**config.mk**
```make
export PLATFORM = sky130hd
export DESIGN_NAME = serial_to_parallel
export DESIGN_NICKNAME = d
export VERILOG_FILES = /design/src/rtl/serial_to_parallel.sv
export SDC_FILE = /design/constraint.sdc
export NUM_CORES = 1
export LEC_CHECK = 0
export BUFFER_PORTS_ARGS = -buffer_cell sky130_fd_sc_hd__buf_2
export CORE_ASPECT_RATIO = 0.75
export CORE_MARGIN = 1.5
export CORE_UTILIZATION = 55
export DETAILED_ROUTE_END_ITERATION = 10
export GPL_TIMING_DRIVEN = 1
export PLACE_DENSITY = 0.77
export SYNTH_ARGS = -nofsm -noshare
export SYNTH_HDL_FRONTEND = slang
export SYNTH_SLANG_ARGS = --single-unit
export TNS_END_PERCENT = 20
```
**constraint.sdc**
```tcl
create_clock -name clk_i -period 4.9 [get_ports clk_i]
set_clock_uncertainty 0.2 [all_clocks]
set_input_delay 0.735 -clock clk_i [delete_from_list [all_inputs] [get_ports clk_i]]
set_output_delay 0.735 -clock clk_i [all_outputs]
set_load 0.005 [all_outputs]
```
**src/rtl/serial_to_parallel.sv**
```systemverilog
// serial_to_parallel
//   Slave-side bridge of the bit-serial bus. Receives a 27-bit request frame
//   (start, cmd[1:0], addr, data, parity, stop; MSB first) and checks it.
//   A good frame becomes one parallel access on the slave bus. A READ also
//   sends a response frame back to the master, carrying the read data.
//
// Ports
//   clk_i, rst_i          clock, asynchronous active-high reset
//   sdata_i/sclk_i/svalid_i   serial request: data, bit strobe, frame envelope
//   sready_o              bridge can accept a request frame
//   sdata_o/sclk_o/svalid_o   serial response: data, bit strobe, frame envelope
//   valid_o/addr_o/wdata_o/we_o   parallel request to the slave
//   ready_i/rdata_i/err_i     slave completion, read data, slave error
//   frame_err_o           one-cycle pulse on a bad, aborted or timed-out frame
//
// Configuration
//   PARITY_CHECK_EN  defined: a parity mismatch rejects the frame.
//                    undefined: the received parity bit is ignored.
//
// state | meaning
// ------+-----------------------------------------------------------
// IDLE  | waiting for svalid_i
// RX    | shifting request bits on sclk_i rising edges
// CHECK | one cycle to validate start/stop/cmd/parity
// BUS   | parallel access outstanding, timeout running
// TX    | serialising the read response, 2 cycles per bit

module serial_to_parallel #(
   parameter int ADDR_WIDTH  = 14,
   parameter int DATA_WIDTH  = 8,
   parameter int TIMEOUT_CYC = 255
) (
   input  logic                  clk_i,
   input  logic                  rst_i,
   input  logic                  sdata_i,
   input  logic                  sclk_i,
   input  logic                  svalid_i,
   output logic                  sready_o,
   output logic                  sdata_o,
   output logic                  sclk_o,
   output logic                  svalid_o,
   output logic                  valid_o,
   output logic [ADDR_WIDTH-1:0] addr_o,
   output logic [DATA_WIDTH-1:0] wdata_o,
   output logic                  we_o,
   input  logic                  ready_i,
   input  logic [DATA_WIDTH-1:0] rdata_i,
   input  logic                  err_i,
   output logic                  frame_err_o
);

   localparam int FRAME_LEN = ADDR_WIDTH + DATA_WIDTH + 5;
   localparam int CNT_W     = $clog2(FRAME_LEN + 1);
   localparam int TX_CYC    = 2 * FRAME_LEN;
   localparam int TXC_W     = $clog2(TX_CYC);
   localparam int TMR_W     = $clog2(TIMEOUT_CYC + 1);
   localparam logic [1:0] CMD_RD = 2'b01;
   localparam logic [1:0] CMD_WR = 2'b10;

   typedef enum logic [2:0] {S_IDLE, S_RX, S_CHECK, S_BUS, S_TX} state_t;

   state_t               state, state_nxt;
   logic                 err_nxt;
   logic                 sclk_q;
   logic                 rx_block;
   logic [FRAME_LEN-1:0] rx_sh;
   logic [FRAME_LEN-1:0] tx_sh;
   logic [CNT_W-1:0]     rx_cnt;
   logic [TMR_W-1:0]     tmr;
   logic [TXC_W-1:0]     tx_cnt;
   logic                 bit_take;
   logic                 rx_go;
   logic                 busy;
   logic                 frame_ok;
   logic                 par_ok;
   logic [1:0]           cmd;
   logic                 resp_par;

   assign bit_take = svalid_i & sclk_i & ~sclk_q;
   assign busy     = (state == S_CHECK) || (state == S_BUS) || (state == S_TX);
   // An envelope still high (or newly raised) while busy belongs to a lost
   // frame; it must drop before a new frame is taken.
   assign rx_go    = svalid_i & ~rx_block;
   assign cmd      = rx_sh[FRAME_LEN-2:FRAME_LEN-3];

`ifdef PARITY_CHECK_EN
   // Parity bit included in the reduction: an even total means a match.
   assign par_ok = ~^rx_sh[FRAME_LEN-2:1];
`else
   assign par_ok = 1'b1;
`endif

   assign frame_ok = rx_sh[FRAME_LEN-1] & rx_sh[0] & par_ok &
                     ((cmd == CMD_RD) || (cmd == CMD_WR));
   assign resp_par = ^{CMD_RD, rdata_i};

   assign sready_o = (state == S_IDLE) || (state == S_RX);
   assign valid_o  = (state == S_BUS);
   assign svalid_o = (state == S_TX);
   assign sclk_o   = (state == S_TX) & ~tx_cnt[0];
   assign sdata_o  = (state == S_TX) & tx_sh[FRAME_LEN-1];

   always_comb begin
      state_nxt = state;
      err_nxt   = 1'b0;
      case (state)
         S_IDLE: if (rx_go) state_nxt = S_RX;
         S_RX: begin
            if (!svalid_i) begin
               err_nxt   = 1'b1;
               state_nxt = S_IDLE;
            end else if (bit_take && rx_cnt == CNT_W'(FRAME_LEN - 1)) begin
               state_nxt = S_CHECK;
            end
         end
         S_CHECK: begin
            if (frame_ok) state_nxt = S_BUS;
            else begin
               err_nxt   = 1'b1;
               state_nxt = S_IDLE;
            end
         end
         S_BUS: begin
            if (ready_i) begin
               if (err_i) begin
                  err_nxt   = 1'b1;
                  state_nxt = S_IDLE;
               end else if (we_o) begin
                  state_nxt = S_IDLE;
               end else begin
                  state_nxt = S_TX;
               end
            end else if (tmr == '0) begin
               err_nxt   = 1'b1;
               state_nxt = S_IDLE;
            end
         end
         S_TX:    if (tx_cnt == '0) state_nxt = S_IDLE;
         default: state_nxt = S_IDLE;
      endcase
   end

   always_ff @(posedge clk_i or posedge rst_i) begin
      if (rst_i) begin
         state       <= S_IDLE;
         frame_err_o <= 1'b0;
      end else begin
         state       <= state_nxt;
         frame_err_o <= err_nxt;
      end
   end

   always_ff @(posedge clk_i or posedge rst_i) begin
      if (rst_i) begin
         sclk_q   <= 1'b0;
         rx_block <= 1'b0;
         rx_sh    <= '0;
         rx_cnt   <= '0;
         addr_o   <= '0;
         wdata_o  <= '0;
         we_o     <= 1'b0;
         tmr      <= '0;
         tx_sh    <= '0;
         tx_cnt   <= '0;
      end else begin
         sclk_q   <= sclk_i;
         rx_block <= svalid_i & (rx_block | busy);

         // A strobe in the same cycle the envelope rises is kept as bit 0.
         if (state == S_IDLE && !rx_go) begin
            rx_cnt <= '0;
         end else if ((state == S_IDLE || state == S_RX) && bit_take) begin
            rx_sh  <= {rx_sh[FRAME_LEN-2:0], sdata_i};
            rx_cnt <= rx_cnt + 1'b1;
         end

         if (state == S_CHECK) begin
            tmr <= TMR_W'(TIMEOUT_CYC - 1);
            if (frame_ok) begin
               addr_o  <= rx_sh[FRAME_LEN-4:DATA_WIDTH+2];
               wdata_o <= rx_sh[DATA_WIDTH+1:2];
               we_o    <= (cmd == CMD_WR);
            end
         end

         if (state == S_BUS) begin
            if (tmr != '0) tmr <= tmr - 1'b1;
            if (ready_i && !err_i && !we_o) begin
               tx_sh  <= {1'b1, CMD_RD, {ADDR_WIDTH{1'b0}}, rdata_i, resp_par, 1'b1};
               tx_cnt <= TXC_W'(TX_CYC - 1);
            end
         end

         if (state == S_TX) begin
            tx_cnt <= tx_cnt - 1'b1;
            if (sclk_o) tx_sh <= {tx_sh[FRAME_LEN-2:0], 1'b0};
         end
      end
   end

endmodule
```
==> impl_results.md, run 1 <==
* Gpl congestion at 0.807
* Cell-internal power at 1.52 mW
* Ranking of synthesized cells by area: dfrtp_1 58%, mux2_2 8.2%, mux2_4 6.1%
* CTS root buf: clkbuf_8
* Syn-to-layout area delta at 11.1%
* Fin nets at a little over 400
* Ant diodes at 0
* Reg2reg start: state[2]$_DFFE_PP0P_
* First-pass GRT wire length at 12800 µm
* Gr usage total at between 10% and 20%
* Synth Area in XOR/XNOR at 2.18%
* HP Class: primary input to asynchronous set/reset pin
* Post-synth EDFFs at 0
* Final ANT Viol Nets at 0
* Static leakage at about 2.4 nW
* Critical Path End Type: output port
* Inserted Clock Buffers at 9
* Period minus WS final at ~3.4 ns
* Critical Path RT at between 3 and 4 ns
* Final hold slack at 0.258 ns
* Count leader, synth: dfrtp_1
* Synth area leader: dfrtp_1
* Die width at about 110 µm
* Startpoint class of the critical path: flop
* Clock Pin Slew Worst Setup and Hold Paths at ~0.10 ns
* Async S/R FF share, synth at between 90% and 100%
* Fmax at 0.292 GHz
* PnR Total Power at about 2.3 mW
* Actual slew at the worst max-slew pin at 0.974 ns
* IO buf count at 43
* Post-route setup TNS at 0 ns
* Sink Count at roughly 100
* IO Pins at 44
* Switching power share of the total at roughly 33%
* Post-route clock period utilization at a little over two thirds
* Fraction of layout cells with a size suffix above 1 at a little under a third
* Largest family of logic cells by synthesized area: multiplexers
* Max-cap viol count at 0
* Combinational power share at a little under a quarter
* Htree depth at 3
* Detailed Route Iter0 Violations at roughly 200
* Syn_nets at between 300 and 400
* Critical-path maximum fanout at 23
* Post-synthesis mux area share at about 15%
* Warnings, synthesis at 0
* Vias per inst at roughly 5.6
* Top FF cell, synth: dfrtp_1
* Syn_area_per_cell at 12.8 µm²
* Cts repair resizes at 0
* Fin. Hold Viols at 0
* First-pass detailed-route iteration total at 4
* Sequential-to-total area share from yosys stat at around 58%
* Worst VDD drop at between 0.15 and 0.2 mV
* Adder-Cell Fraction of Synth Area at ~2.0%
* Synth Instances at about 340
* TritonCTS clock tree: built
* Crit Path Category: flop to output port
* Die height at ~81 µm
* Grt ovf at 0
* Sequential power share at 52.5%
* Via count at about 2.8k
* RSZ-0062 raised after global routing: no
* Die area at between 8000 and 9000 µm²
* Mapped Area at between 4000 and 5000 µm²
* Worst Setup SP: state[2]$_DFFE_PP0P_
* Crit path arrival time at around 2.5 ns
* Initial antenna violation count at 0
* PD cells at ~460 nW/µm²
* Wire length per cell at ~16 µm
* Seq cells post-synth at a little over 100
* Post-synth top cells: 102 x dfrtp_1, 32 x mux2_2, 29 x nand2_1
* Setup bufs post-CTS at 0
* Final Max Slew Viols at 0
* Status: finished, final reports clean
* Slew HR at roughly a third
* Rows at 28
* Synth top area share at between 50% and 60%
* Hold_buf cts at 0
* CTS Buffer Depth at 2
* Clock power frac at 24.5%
* # setup viols final at 0
* Initial core utilization at about 56%
* Synth cell types at 47
* NetSw at about 0.75 mW
* WL final at between 7000 and 8000 µm
* Compound-Gate Fraction of Synth Area at 10.1%
* Number of global-route vias before repair at about 2.6k
* Core box area at between 7000 and 8000 µm²
* Largest net degree at the start of global routing at 60
* Simple-gate portion of the synthesized area at a little under 10%
* Clock latency on the worst-skew pair at around 0.37 ns
* DR DRC count at 0
* DP Wirelength at 5160 µm
## per-layer routing
layer  track usage [%]  wire (µm)  vias up
met5                 0          0        -
met4              6.00         69        0
met3              4.71        263        8
met1              27.1       3740     1400
li1                  -          -     1303
met2              30.1       3720       58
## registers in the layout, indices dropped and copies added (netlist names)
name,count
rx_cnt,5
tx_sh,27
rx_block,1
frame_err_o,1
tmr,8
state,3
wdata_o,8
sclk_q,1
we_o,1
addr_o,14
rx_sh,27
tx_cnt,6
## critical path: stages (launching register included)
cell     delay [ns]
dfrtp_1        0.56
nor3b_2        0.24
buf_4          0.21
nand2_1        0.44
inv_2          0.47
buf_2          0.19
## cell families after synthesis
kind of cell	after synthesis
multiplexers	52
buffers and inverters	26
adder cells (fa/ha/maj)	7
AND/OR/NAND/NOR	87
flip-flops	102
AO/OA/AOI/OAI	59
XOR/XNOR	11
## area by class of cell
class                      instances  area, µm²
multi-input combinational        216       1730
inverter                          11       43.8
sequential                       102       2550
clock buffer                       9        124
clock inverter                     7       88.8
timing repair buffer              46        238
fill                             632       2940
tap                              105        131
## layout by cell type (no fill, tap or decap), drive strengths merged, types with 2 or more instances in the layout
cell type / netlist / routed
a211oi: 2 / 2
a21oi: 4 / 4
a22o: 15 / 15
a311oi: 2 / 2
a31oi: 11 / 11
a41oi: 2 / 2
and2: 3 / 3
and3: 3 / 3
buf: 12 / 46
clkbuf: 3 / 9
clkinv: 0 / 2
dfrtp: 102 / 102
ha: 7 / 7
inv: 11 / 14
mux2: 50 / 50
mux2i: 2 / 2
nand2: 29 / 29
nand2b: 2 / 2
nand3: 3 / 3
nand3b: 3 / 3
nand4: 2 / 2
nor2: 27 / 27
nor3: 8 / 8
nor4: 2 / 2
o211ai: 2 / 2
o21ai: 11 / 11
o22a: 2 / 2
o41ai: 2 / 2
xnor2: 7 / 7
xor2: 4 / 4
## through the flow
stage	util (%)	setup slack, ns	std cells	instance area, µm²
2_1_floorplan	-	1.29	344	4420
3_3_place_gp	59.8	1.98	480	4690
3_5_place_dp	59.8	1.91	480	4690
4_1_cts	62.5	1.50	496	4910
5_1_grt	62.5	1.32	496	4910
6_report	62.5	1.48	496	4910
## power by group through the flow
stage / sequential [mW] / combinational [mW] / clock (mW)
after floorplan: 1.15 / 0.433 / 0
after global placement: 1.19 / 0.495 / 0
after detailed placement: 1.20 / 0.521 / 0
after CTS: 1.19 / 0.525 / 0.570
after global routing: 1.22 / 0.581 / 0.604
final: 1.20 / 0.522 / 0.559
## worst paths after layout
kind,end,slack [ns],cells after the start
min in group clk_i,sclk_q$_DFF_PP0_,0.28,1
setup reg to reg,tx_sh[1]$_DFF_PP0_,2.18,6
max in group asynchronous,tx_sh[2]$_DFF_PP0_,3.21,3
hold / removal,addr_o[10]$_DFFE_PP0P_,0.26,2
setup / recovery,sclk_o,1.48,5
hold reg to reg,tx_cnt[0]$_DFFE_PP0P_,0.29,1
No activity file was read; power rests on OpenSTA's default activity.
==> inputs of run 2 (changes only) <==
- clock period: 4.9 -> 3.41 ns (I/O delays scaled with it)
==> run 2 against run 1 <==
  * Sequential power grew 43%
  * Critical path depth grew 1
  * Core utilization grew 0.37 points
  * Critical endpoint unchanged
  * Clock power grew 40%
==> impl_results.md, run 2 (synthesized netlist as in run 1, its figures left out) <==
* Dpl ws at 0.925 ns
* Critical Path End Type: output port
* Number of global-route vias before repair at between 2k and 3k
* First-pass detailed-route iteration total at 4
* Fin area at between 4000 and 5000 µm²
* Fin nets at ~400
* IO Pins at between 40 and 50
* Commonest non-fill, non-tap cell in the layout: dfrtp_1
* Actual slew at the worst max-slew pin at roughly 0.62 ns
* Grt ovf at 0
* Inserted Clock Buffers at 9
* Clock latency on the worst-skew pair at about 0.36 ns
* Post-DP Area at around 4700 µm²
* Critical Path RT at 2.70 ns
* HP Class: primary input to asynchronous set/reset pin
* RSZ-0062 raised after global routing: no
* Worst VDD drop at approximately 0.41 mV
* Syn-to-layout area delta at 11.8%
* Vias per inst at 5.47
* Initial core utilization at between 50% and 60%
* Crit Path Category: flop to output port
* Via count at between 2k and 3k
* Fmax at ~0.36 GHz
* Wire length per cell at between 15 and 20 µm
* Largest net degree at the start of global routing at between 50 and 60
* Critical-path maximum fanout at 23
* # setup viols final at 0
* Clock Pin Slew Worst Setup and Hold Paths at 0.10 ns
* TritonCTS clock tree: built
* Static leakage at roughly 2.4 nW
* Gr usage total at ~20%
* Period minus WS final at roughly 2.8 ns
* Max-cap viol count at 0
* First-pass GRT wire length at between 10000 and 15000 µm
* Die height at just over 80 µm
* Ant diodes at 0
* Worst setup margin at 0.611 ns
* DR DRC count at 0
* Rows at 28
* Top sig layer: met4
* Util after Layout at 62.9%
* Most frequent cells in the layout: 102 x dfrtp_1, 43 x buf_2, 32 x mux2_2
* Initial antenna violation count at 0
* Setup bufs post-CTS at 0
* Core box area at around 8000 µm²
* Status: finished, final reports clean
* Final ANT Viol Nets at 0
* Filler cells at 609
* Die width at 106 µm
* Biggest regs: rx_sh: 27 flops, tx_sh: 27 flops, addr_o: 14 flops
* Metal3 WL at ~260 µm
* PD cells at approximately 660 nW/µm²
* Sink Count at between 100 and 150
* Cts repair resizes at 0
* Fraction of layout cells with a size suffix above 1 at between 30% and 40%
* Final Max Slew Viols at 0
* Slew HR at ~59%
* Hold_buf cts at 0
* Post-route clock period utilization at between 80 and 90%
* Fin. Hold Viols at 0
* DP Wirelength at between 5000 and 6000 µm
* Die area at roughly 8600 µm²
* M1 wire length at between 3000 and 4000 µm
* CTS Buffer Depth at 2
* Startpoint class of the critical path: flop
* Post-route setup TNS at 0 ns
* Crit path arrival time at around 2.1 ns
* Final Non-Filler Cells at 499
* CTS root buf: clkbuf_8
* IO buf count at 43
* Placed Cells at just under 500
* Gpl congestion at roughly 0.87
* Met2 wire len at ~3400 µm
* WL final at between 7000 and 8000 µm
* Detailed Route Iter0 Violations at roughly 170
* Htree depth at 3
==> run 2: critical path, cell delays in order (launching register included) <==
cell	delay (ns)
dfrtp_1	0.53
nor3b_2	0.23
buf_4	0.20
nand2_1	0.07
buf_4	0.20
inv_2	0.29
buf_2	0.19
==> run 2: layer usage <==
layer,track usage (%),up-vias
li1,-,1324
met1,28.1,1355
met2,29.3,41
met3,5.93,10
met4,6.27,0
met5,0,-
==> run 2: report_power, final <==
part           leakage [nW]  internal [mW]  switching [mW]
sequential             1.33           1.47           0.242
clock                0.0981          0.367           0.414
combinational         0.971          0.374           0.371
==> run 2: final timing paths <==
kind | slack, ns | startpoint | depth (start not counted) | to
min in group clk_i | 0.07 | sclk_i | 1 | sclk_q$_DFF_PP0_
worst min register to register | 0.29 | tx_cnt[5]$_DFFE_PP0P_ | 1 | tx_cnt[5]$_DFFE_PP0P_
worst min-delay path | 0.02 | rst_i | 2 | rx_sh[22]$_DFFE_PP0P_
worst max register to register | 1.04 | state[1]$_DFFE_PP0P_ | 5 | tx_sh[1]$_DFF_PP0_
max in group asynchronous | 2.31 | rst_i | 3 | tmr[6]$_DFF_PP0_
worst max-delay path | 0.61 | state[2]$_DFFE_PP0P_ | 6 | sclk_o
==> run 2: cell type report <==
| class | instances | area [µm²] | share of cell area (%) |
|---|---|---|---|
| flip-flops and latches | 102 | 2550 | 51.7 |
| multi-input cells | 216 | 1730 | 35.0 |
| repair buffers | 49 | 273 | 5.53 |
| clock buffers | 11 | 141 | 2.87 |
| well taps | 105 | 131 | 2.66 |
| clock inverters | 5 | 65.1 | 1.32 |
| inverters | 11 | 43.8 | 0.887 |
==> run 2: through the flow <==
stage	hold slack, ns	total power, mW
2_1_floorplan	0.235	2.27
3_3_place_gp	0.251	2.43
3_5_place_dp	0.268	2.48
4_1_cts	0.0329	3.27
5_1_grt	0.0382	3.45
6_report	0.0222	3.24
==> inputs of run 3 (changes only) <==
- ABC_AREA: not set -> 1
- clock period: 3.41 -> 2.6 ns (I/O delays scaled with it)
==> run 3 against run 2 <==
  * Clock power rose by 33%
  * Die area rose by 4.7%
  * Power fell by 16%
  * Via count rose by 25%
  * Critical path depth did not move
  * Routed wire length rose by 8.9%
  * Register-to-register slack got worse by 0.45 ns
  * Largest power group unchanged
  * Synthesized cell count rose by 53%
  * First-iteration DRC count rose by 10%
==> impl_results.md, run 3 <==
* Status: finished, final reports clean
* CTS Buffer Depth at 2
* Slowest stage cell, crit path: dfrtp_1
* Period minus WS final at approximately 2.3 ns
* Critical Path RT at 2.01 ns
* Actual slew at the worst max-slew pin at about 0.63 ns
* Post-synth EDFFs at 0
* Die height at between 80 and 90 µm
* Fin. Hold Viols at 0
* Reg2reg start: state[0]$_DFFE_PP0P_
* Biggest regs: rx_sh: 27 flops, tx_sh: 27 flops, addr_o: 14 flops
* Largest net degree at the start of global routing at between 50 and 60
* Terminus of the critical flop-to-flop path: rx_sh[1]$_DFFE_PP0P_
* Number of global-route vias before repair at about 3.3k
* TritonCTS clock tree: built
* Crit path arrival time at 1.69 ns
* Sequential-to-total area share from yosys stat at ~55%
* Dpl ws at slightly below 0.6 ns
* CP max stage delay at about 0.43 ns
* Seq cells post-synth at a little over 100
* R2R cell count at 7
* Hold Startpoint: sdata_i
* Most used cell along the critical path: nor2_8
* Rows at 28
* Max-cap viol count at 0
* Die area at 8980 µm²
* Final ANT Viol Nets at 0
* Async S/R FF share, synth at 100%
* Fraction of layout cells with a size suffix above 1 at between 10% and 20%
* Crit Path Category: flop to output port
* Synth top area share at 55.1%
* Critical-path maximum fanout at 18
* Via count at 3412
* Post-synth top cells: 129 x nand2_1, 102 x dfrtp_1, 76 x inv_1
* Clock latency on the worst-skew pair at 0.38 ns
* Top FF cell, synth: dfrtp_1
* Syn_area_per_cell at roughly 8.8 µm²
* Sink Count at ~100
* HP Class: primary input to flop
* Ranking of synthesized cells by area: dfrtp_1 55%, nand2_1 10%, o21ai_0 7.0%
* Crit path cell chain: nor2_2 -> inv_2 -> nor2_8 -> inv_4 -> nor2_8 -> buf_2
* Final Max Slew Viols at 0
* IO Pins at 44
* Synth area leader: dfrtp_1
* Mapped Area at around 4600 µm²
* R2R Setup Slk at between 0.5 and 0.6 ns
* First-pass GRT wire length at about 15000 µm
* Placed Cells at 660
* Synth cell types at 34
* Detailed Route Iter0 Violations at 185
* Fmax at about 0.44 GHz
* Syn_nets at 548
* DP Wirelength at 5800 µm
* Gr usage total at 21.3%
* Worst setup margin at between 0.3 and 0.4 ns
* CP endpoint: sclk_o
* Util after Layout at roughly 64%
* Gpl congestion at around 0.79
* Worst Setup SP: state[0]$_DFFE_PP0P_
* Count leader, synth: nand2_1
* IO buf count at 43
* Commonest non-fill, non-tap cell in the layout: nand2_1
* Static leakage at 2.67 nW
* RSZ-0062 raised after global routing: no
* DR DRC count at 0
* Synth Instances at ~530
* Worst VDD drop at roughly 0.43 mV
* Die width at 109 µm
* Critical Path End Type: output port
* Most frequent cells in the layout: 129 x nand2_1, 102 x dfrtp_1, 75 x inv_1
* Core box area at between 8000 and 9000 µm²
* Syn-to-layout area delta at 10.5%
* Htree depth at 3
* CTS root buf: clkbuf_8
* Initial core utilization at ~58%
* Vias per inst at about 5.0
* Inserted Clock Buffers at 9
* Wire length per cell at about 12 µm
* Final Non-Filler Cells at around 680
* Startpoint class of the critical path: flop
* First-pass detailed-route iteration total at 4
* PD cells at 530 nW/µm²
* # setup viols final at 0
* Clock Pin Slew Worst Setup and Hold Paths at 0.11 ns
* Post-route clock period utilization at around 88%
* Initial antenna violation count at 0
* Ant diodes at 0
* Grt ovf at 0
* Warnings, synthesis at 0
* Post-route setup TNS at 0 ns
* Fin nets at 590
* Slew HR at between 50 and 60%
* WL final at approximately 8300 µm
-- run 3: kinds of logic (layout without fill, tap and decap cells) --
| kind of cell | count (synthesis) | in the layout | synth area share (%) |
|---|---|---|---|
| adder cells (fa/ha/maj) | 7 | 7 | 1.89 |
| AND/OR/NAND/NOR | 205 | 205 | 19.6 |
| AO/OA/AOI/OAI | 108 | 108 | 12.9 |
| buffers and inverters | 100 | 147 | 9.78 |
| XOR/XNOR | 4 | 4 | 0.757 |
| flip-flops | 102 | 102 | 55.1 |
-- run 3: worst max-delay path: cells and delay by family (launching register included) --
| kind | cells | cell delay (ns) |
|---|---|---|
| simple gates | 3 | 0.55 |
| buf+inv | 3 | 0.32 |
| flops | 1 | 0.43 |
-- run 3: area by class of cell --
cell class              instances  area, µm²
clock inverters                 6       77.6
fillers                       686       2910
flip-flops and latches        102       2550
well taps                     105        131
repair buffers                 47        275
clock buffers                  10        128
inverters                      84        325
multi-input cells             324       1620
-- run 3: report_power, final --
| group | total [mW] | switching [mW] | internal, mW |
|---|---|---|---|
| Clock | 1.04 | 0.572 | 0.464 |
| Combinational | 0.0853 | 0.0586 | 0.0268 |
| Sequential | 1.59 | 0.000754 | 1.59 |
| Total | 2.71 | 0.631 | 2.08 |
-- run 3: routing by layer --
metal / vias to the layer above / global-route usage, % / share of wire (%)
met5: - / 0 / 0
met3: 8 / 7.06 / 5.0
met1: 1600 / 27.7 / 49
met2: 55 / 35.3 / 46
met4: 0 / 4.34 / 0.69
li1: 1749 / - / -
-- run 3: repair_timing --
action	4_1_cts	5_1_grt
hold buffers	2	0
resized for setup	0	0
hold endpoints to repair	26	0
setup buffers	0	0
-- run 3: how the worst min path moves through the flow --
stage | end | slack [ns] | cells past startpoint
after floorplan | sclk_q$_DFF_PP0_ | 0.22 | 0
after global placement | rx_sh[18]$_DFFE_PP0P_ | 0.26 | 2
after detailed placement | tx_sh[7]$_DFF_PP0_ | 0.27 | 2
after CTS | rx_sh[0]$_DFFE_PP0P_ | 0.03 | 3
after global routing | rx_sh[0]$_DFFE_PP0P_ | 0.09 | 3
final | rx_sh[0]$_DFFE_PP0P_ | 0.05 | 3
-- run 3: per-stage QoR --
step,hold WS (ns),total power [mW],cell area (µm²)
global placement,0.263,1.70,4890
CTS,0.0342,2.73,5110
global route,0.0871,2.81,5110
floorplan,0.221,1.67,4630
detailed placement,0.268,1.70,4890
finish,0.0529,2.71,5110
